## src/rtl/seq_det_pkg.sv

```systemverilog
// Shared constants and helpers for the programmable serial sequence detector.
// Optional match counter is enabled by defining SEQ_DET_CNT_EN.
package seq_det_pkg;

  localparam logic OVL_ON  = 1'b1;
  localparam logic OVL_OFF = 1'b0;

  // Width needed to hold a length value in the range 0..pat_w.
  function automatic int len_w(input int pat_w);
    return $clog2(pat_w + 1);
  endfunction

endpackage

```

## src/rtl/seq_det_match.sv

```systemverilog
// Combinational masked compare: true when the low len bits of hist equal those of pat.
module seq_det_match
  import seq_det_pkg::*;
#(
  parameter int PAT_W = 8
) (
  input  logic [PAT_W-1:0]        hist,
  input  logic [PAT_W-1:0]        pat,
  input  logic [len_w(PAT_W)-1:0] len,
  output logic                    eq
);

  localparam int LEN_W = len_w(PAT_W);

  logic [PAT_W-1:0] mask_s;

  // Build a mask that keeps only the active pattern bits.
  always_comb begin
    mask_s = {PAT_W{1'b0}};
    for (int i = 0; i < PAT_W; i++) begin
      if (LEN_W'(i) < len) begin
        mask_s[i] = 1'b1;
      end else begin
        mask_s[i] = 1'b0;
      end
    end
  end

  assign eq = (((hist ^ pat) & mask_s) == {PAT_W{1'b0}});

endmodule

```

## src/rtl/seq_det_prog.sv

```systemverilog
// Programmable serial sequence detector with overlap control and registered Moore flag.
// Define SEQ_DET_CNT_EN to build the saturating match counter; otherwise match_cnt is tied to 0.
module seq_det_prog
  import seq_det_pkg::*;
#(
  parameter int               PAT_W   = 8,
  parameter int               CNT_W   = 16,
  parameter logic [PAT_W-1:0] RST_PAT = PAT_W'(8'b0000_1101),
  parameter int               RST_LEN = 4,
  parameter logic             RST_OVL = 1'b1
) (
  input  logic                    clk,
  input  logic                    rst,
  input  logic                    x,
  input  logic                    x_valid,
  input  logic                    cfg_load,
  input  logic [PAT_W-1:0]        cfg_pat,
  input  logic [len_w(PAT_W)-1:0] cfg_len,
  input  logic                    cfg_ovl,
  output logic                    z,
  output logic [CNT_W-1:0]        match_cnt
);

  localparam int LEN_W = len_w(PAT_W);

  logic [PAT_W-1:0] hist_r, hist_nxt_s, hist_shift_s;
  logic [LEN_W-1:0] fill_r, fill_nxt_s, fill_inc_s;
  logic [PAT_W-1:0] pat_r, pat_nxt_s;
  logic [LEN_W-1:0] len_r, len_nxt_s;
  logic             ovl_r, ovl_nxt_s;
  logic             z_r, z_nxt_s;
  logic             eq_s, match_s;

  assign hist_shift_s = {hist_r[PAT_W-2:0], x};
  assign fill_inc_s   = (fill_r >= LEN_W'(PAT_W)) ? fill_r : fill_r + LEN_W'(1);

  seq_det_match #(.PAT_W(PAT_W)) u_match (
    .hist (hist_shift_s),
    .pat  (pat_r),
    .len  (len_r),
    .eq   (eq_s)
  );

  // A zero length never matches, even though the masked compare is trivially true.
  assign match_s = x_valid & ~cfg_load & (len_r != LEN_W'(0)) &
                   (fill_inc_s >= len_r) & eq_s;

  // Next-state selection: load beats sampling, bubbles only drop z.
  always_comb begin
    hist_nxt_s = hist_r;
    fill_nxt_s = fill_r;
    pat_nxt_s  = pat_r;
    len_nxt_s  = len_r;
    ovl_nxt_s  = ovl_r;
    z_nxt_s    = 1'b0;
    if (cfg_load) begin
      pat_nxt_s  = cfg_pat;
      len_nxt_s  = (cfg_len > LEN_W'(PAT_W)) ? LEN_W'(PAT_W) : cfg_len;
      ovl_nxt_s  = cfg_ovl;
      hist_nxt_s = {PAT_W{1'b0}};
      fill_nxt_s = LEN_W'(0);
    end else if (x_valid) begin
      hist_nxt_s = hist_shift_s;
      if (match_s && (ovl_r == OVL_OFF)) begin
        fill_nxt_s = LEN_W'(0);
      end else begin
        fill_nxt_s = fill_inc_s;
      end
      z_nxt_s = match_s;
    end else begin
      z_nxt_s = 1'b0;
    end
  end

  // Detector state and configuration registers.
  always_ff @(posedge clk or negedge rst) begin
    if (!rst) begin
      hist_r <= {PAT_W{1'b0}};
      fill_r <= LEN_W'(0);
      pat_r  <= RST_PAT;
      len_r  <= LEN_W'(RST_LEN);
      ovl_r  <= RST_OVL;
      z_r    <= 1'b0;
    end else begin
      hist_r <= hist_nxt_s;
      fill_r <= fill_nxt_s;
      pat_r  <= pat_nxt_s;
      len_r  <= len_nxt_s;
      ovl_r  <= ovl_nxt_s;
      z_r    <= z_nxt_s;
    end
  end

  assign z = z_r;

`ifdef SEQ_DET_CNT_EN
  logic [CNT_W-1:0] cnt_r;

  // Saturating match counter, cleared by a configuration load.
  always_ff @(posedge clk or negedge rst) begin
    if (!rst) begin
      cnt_r <= {CNT_W{1'b0}};
    end else if (cfg_load) begin
      cnt_r <= {CNT_W{1'b0}};
    end else if (match_s && (cnt_r != {CNT_W{1'b1}})) begin
      cnt_r <= cnt_r + CNT_W'(1);
    end else begin
      cnt_r <= cnt_r;
    end
  end

  assign match_cnt = cnt_r;
`else
  assign match_cnt = {CNT_W{1'b0}};
`endif

endmodule

```

## config.mk

```make
export PLATFORM = sky130hd
export DESIGN_NAME = seq_det_prog
export DESIGN_NICKNAME = d
export VERILOG_FILES = /design/src/rtl/seq_det_pkg.sv /design/src/rtl/seq_det_match.sv /design/src/rtl/seq_det_prog.sv
export SDC_FILE = /design/constraint.sdc
export NUM_CORES = 1
export LEC_CHECK = 0
export BUFFER_PORTS_ARGS = -buffer_cell sky130_fd_sc_hd__buf_2
export CELL_PAD_IN_SITES_DETAIL_PLACEMENT = 1
export CELL_PAD_IN_SITES_GLOBAL_PLACEMENT = 2
export CORE_MARGIN = 4
export CORE_UTILIZATION = 30
export CTS_CLUSTER_DIAMETER = 80
export DETAILED_ROUTE_END_ITERATION = 12
export GPL_TIMING_DRIVEN = 1
export PLACE_DENSITY = 0.74
export SETUP_SLACK_MARGIN = 0.2
export SLEW_MARGIN = 10
export SYNTH_ARGS = -nofsm -noshare
export SYNTH_HDL_FRONTEND = slang
export SYNTH_SLANG_ARGS = --single-unit
```

## constraint.sdc

```tcl
create_clock -name clk -period 2.36 [get_ports clk]
set_input_delay 0.472 -clock clk [delete_from_list [all_inputs] [get_ports clk]]
set_output_delay 0.472 -clock clk [all_outputs]
set_load 0.02 [all_outputs]
```

# Word-level counts from Yosys, hierarchy flattened
# Index checks and enable logic that the tools add are counted.
# op_classes
muxes,17
addsub,1
order_cmp,11
bitwise_logic,8
reduce_logical,4
# op_table
op,n
2-to-1 mux 4 bit,5
less-than comparator 3 x 4 -> 1 bit (first input constant),4
2-to-1 mux 7 bit,2
2-to-1 mux 1 bit,10
bitwise AND 8 bit,1
zero test 8 bit,1
less-than comparator 1 x 4 -> 1 bit (first input constant),2
less-than comparator 2 x 4 -> 1 bit (first input constant),2
bitwise XOR 8 bit,1
adder 4 x 1 -> 4 bit (second input constant),1
bitwise AND 1 bit,4
>= comparator 4 bit,1
>= comparator 4 bit (second input constant),1
> comparator 4 bit (second input constant),1
nonzero test 4 bit,1
NOT 1 bit,2
nonzero test 2 bit,1
logical AND 1 bit,1
# totals
elab_cells,47
reg_bits,25
out_inout_bits,17
inputBits,18

# Longest topological paths before layout
# depth
word_depth,9
depth_mapped,8
depth_no_buf,8

# Cells and area by module
# Synthesis repeated with hierarchy kept, for this count alone.
# unflattened
cells_unflattened,141
area_unflattened_um2,1486.4
# by_module_without_submodules
module,cells_per_inst,seq_area_each_um2,area_per_inst_um2,instances
seq_det_prog,117,631.9,1321.3,1
seq_det_match,24,0.0,165.2,1

# Least setup slack after synthesis
# OpenSTA, ideal clock, no wires.
# synth_path
kind,reg-to-reg
start,reg fill_r[0]
end,reg fill_r[2]
t_arrival_ns,2.070
setup_time_ns,0.122
path_stages_with_launch,9
required_ns,2.238
setup_slack_ns,0.169
period_less_slack_ns,2.191
n_path_buf,0
path_cell_list,dfrtp_1 > inv_1 > ha_1 > mux2_2 > ha_1 > o21ai_0 > a222oi_1 > nand4b_1 > a32o_1
# synth_via
elab_chain_len,9
word_cells_on_any_way,10
cone_classes,1 x add/sub; 2 x order compare; 4 x mux; 2 x bitwise; 1 x reduce/logical
# synth_lines
item,line,text
"start, declared",seq_det_prog.sv:27,"logic [LEN_W-1:0] fill_r, fill_nxt_s, fill_inc_s;"
"start signal, assigned",seq_det_prog.sv:86,fill_r <= fill_nxt_s;
adder 4 x 1 -> 4 bit / >= comparator 4 bit (equally long branches),seq_det_prog.sv:35,assign fill_inc_s = (fill_r >= LEN_W'(PAT_W)) ? fill_r : fill_r + LEN_W'(1);
2-to-1 mux 4 bit (*),seq_det_prog.sv:35,
>= comparator 4 bit,seq_det_prog.sv:46,(fill_inc_s >= len_r) & eq_s;
bitwise AND 1 bit,seq_det_prog.sv:45,assign match_s = x_valid & ~cfg_load & (len_r != LEN_W'(0)) &
bitwise AND 1 bit,seq_det_prog.sv:46,
logical AND 1 bit,seq_det_prog.sv:64,if (match_s && (ovl_r == OVL_OFF)) begin
2-to-1 mux 4 bit (*),seq_det_prog.sv:64,
2-to-1 mux 4 bit (*),seq_det_prog.sv:62,end else if (x_valid) begin
2-to-1 mux 4 bit (*),seq_det_prog.sv:56,if (cfg_load) begin
# Every way passes the cells marked *; elsewhere a longest branch is shown, timed or not. The select of a mux whose other input is x is not followed.
# A chain may end at the register's enable or synchronous reset.

# Worst setup path after layout
# Ends and elaborated chain as after synthesis.

==> metrics <==
CP cell instances inv_1 -> ha_1 -> mux2_4 -> ha_4 -> o21ai_2 -> a222oi_1 -> nand4b_1 -> a32o_1; slew at the pin with the worst max-slew slack 0.576 ns; dpl cell area 1530 sq um; crit path kind flip-flop to flip-flop; CP bufs+invs 1; Leakage Power 0.000760 uW; vias per cell 4.70; combinational share of power 0.197; YS warnings 0; Setup crit start kind flip-flop; clock power share 0.275; final hold slack 0.190 ns; Seq cells post-synth 25; Slowest-stage cell, CP dfrtp_1; Post-Synth Simple-Gate Area 0.0911; full die area 5980 sq um; max_cap viols 0; initial antenna violation count 0; area delta synth->final 11.7%; fin crit share 0.984; Final setup viols 0; main combinational cell family by area after synthesis buffers and inverters; post-synthesis instance area 1440 sq um; HPWL Detailed 2.30 mm; sequential cell area 632 sq um; NetSw 258 uW; footprint of the multi-input gates 707 sq um; vias in the first global route 1,029; xor-xnor portion of the synthesized cell area 0.0608; Period minus WS final 2.32 ns; Starting Density 0.320; largest net degree at the start of global routing 26; Setup crit end kind flip-flop; Critical Path Fanout Max 4; CTS tree done; chip height 77.3 um; Syn Inst Count 131; final hold viol count 0; GRT Overall Usage 0.107; CP peak stage delay 0.40 ns; Adder-Cell Fraction of Synth Area 0.0521; Total Wirelength 2.97 mm; Wirelength per Cell 14.6 um; Worst-Skew Late Latency 0.27 ns; clock input transition at the sequential cells of the worst setup and hold paths 0.09 ns; RePlAce Congestion 0.740; grt total ovfl 0; fill count 527; compound-cell area share of the yosys netlist 0.0972; post-synthesis sequential area ratio 0.438; DRC violations left 0; Max-slew headroom 0.616; status finished, final reports clean; Avg Cell Area, Syn 11.0 sq um; Peak VDD IR 0.000179 V; mux cell area share after synthesis 0.127; IO Port Bufs 18; # clock sinks 25; Cells after DPL 197; Core Area 4500 sq um; cell family with most CP delay compound AO/OA/AOI/OAI gates; die width 77.3 um; RSZ-0062 raised after global routing yes; Final #Nets 177; htree depth 1; diode count 0; design area 1610 sq um; CTS Buffer Depth 2; Ports 35; CTS Hold Bufs 0; sw frac 0.280; clk root buf clkbuf_8; TritonCTS Buffers 3; worst path arrival time 2.49 ns; first-pass GRT wire length 5.05 mm; share of layout cells above drive strength 1 0.329; Post-Layout Cell Count 204; Hold Path Class input port to asynchronous set/reset pin; Pre-Repair DR Iteration Count 4; WP data required 2.52 ns; FP Rows 24; ANT nets after route 0; Flop pwr share 0.528; Vias 958; Fmax 431 MHz; clk_skew 0.00761 ns; initial DRC count 36; PwrDens 573 nW/um^2; Pint 665 uW; Unique masters post-synth 36; Slew Limit Fails 0
registers in the layout, indices dropped and copies added (netlist names):
| name | flops |
|---|---|
| len_r | 4 |
| pat_r | 8 |
| fill_r | 4 |
| z | 1 |
| ovl_r | 1 |
| hist_r | 7 |
through the flow:
stage	worst slack, ns	util	TNS (ns)	power (uW)
after global routing	-0.0912	0.358	-0.179	990
after floorplan	0.170	-	0	635
after CTS	0.0212	0.354	0	936
after global placement	0.0740	0.339	0	657
after detailed placement	-0.0616	0.339	-0.0806	667
final	0.0376	0.358	0	923
kinds of logic after synthesis:
family / after synthesis
compound gates: 19
xor+xnor: 10
fa+ha+maj: 6
buf+inv: 30
flops: 25
mux: 17
other cells: 1
simple gates: 23
cell usage after synthesis:
cell	n	area, sq um
a32o_1	2	20.0
a222oi_1	1	10.0
a22o_1	1	8.76
mux2i_1	7	70.1
a211oi_2	1	12.5
a31o_2	1	8.76
xnor2_1	8	70.1
nand2b_1	1	6.26
buf_4	16	120
dfrtp_1	20	500
conb_1	1	3.75
o21ai_0	6	30.0
nor4b_2	1	15.0
nor2_1	10	37.5
a211oi_1	1	7.51
nor3b_1	1	7.51
nand4b_1	1	8.76
xor2_1	2	17.5
nor2b_4	1	13.8
o22ai_1	3	18.8
nor2b_1	1	6.26
nand2_1	4	15.0
dfstp_2	5	131
ha_1	6	75.1
nor3_1	1	5.00
inv_1	9	33.8
o2111a_1	1	11.3
a21oi_1	1	5.00
nor3_2	1	10.0
and3_1	1	6.26
clkbuf_1	1	3.75
buf_1	1	3.75
buf_6	2	22.5
mux2_2	10	113
buf_2	1	5.00
o211ai_1	1	7.51
final timing paths:
kind / start / to / slack (ns) / depth (start not counted)
worst min-delay path: rst / hist_r[2]$_DFFE_PN0P_ / 0.19 / 1
max in group asynchronous: rst / ovl_r$_DFFE_PN1P_ / 1.79 / 1
min in group clk: cfg_len[1] / len_r[1]$_DFFE_PN0P_ / 0.43 / 3
worst min register to register: pat_r[6]$_DFFE_PN0P_ / pat_r[6]$_DFFE_PN0P_ / 0.55 / 1
worst max register to register: fill_r[0]$_DFFE_PN0P_ / fill_r[2]$_DFFE_PN0P_ / 0.04 / 8
worst max-delay path: fill_r[0]$_DFFE_PN0P_ / fill_r[2]$_DFFE_PN0P_ / 0.04 / 8
timing repair:
item	CTS	global route
gates resized for setup	1	3
pin swaps	4	7
setup buffers	2	1
gates cloned	0	0
setup endpoints to repair	4	4
cells in the final DEF, fill, tap and decap left out, types with 2 or more instances in the layout:
cell type  Yosys  final
inv_1          9      9
dfrtp_1       20     20
mux2i_1        7      7
clkbuf_8       0      3
xnor2_1        8      7
nand2_1        4      4
xor2_1         2      2
buf_2          1     18
mux2_2        10      9
a32o_1         2      2
nor2_1        10     10
ha_1           6      4
o21ai_0        6      4
o22ai_1        3      3
buf_4         16      5
conb_1         1     16
dfstp_2        5      5
cell type report:
class / instances / area share
Multi-Input combinational cell: 91 / 0.439
Sequential cell: 25 / 0.392
Timing Repair Buffer: 23 / 0.0793
Tap cell: 52 / 0.0404
Clock buffer: 4 / 0.0280
Inverter: 9 / 0.0210
power by group through the flow:
stage          clock, uW  sequential [uW]  combinational (uW)
6_report             254              488                 182
5_1_grt              296              492                 202
4_1_cts              266              489                 181
3_5_place_dp           0              498                 169
3_3_place_gp           0              494                 162
2_1_floorplan          0              487                 148
routing by layer:
layer  up-vias  wire length (um)  global-route usage
met3         4               140              0.0199
met1       471              1230               0.122
met2        28              1540               0.187
met5         -                 0                   0
li1        455                 -                   -
met4         0                54              0.0587
(Power assumes the default switching activity.)
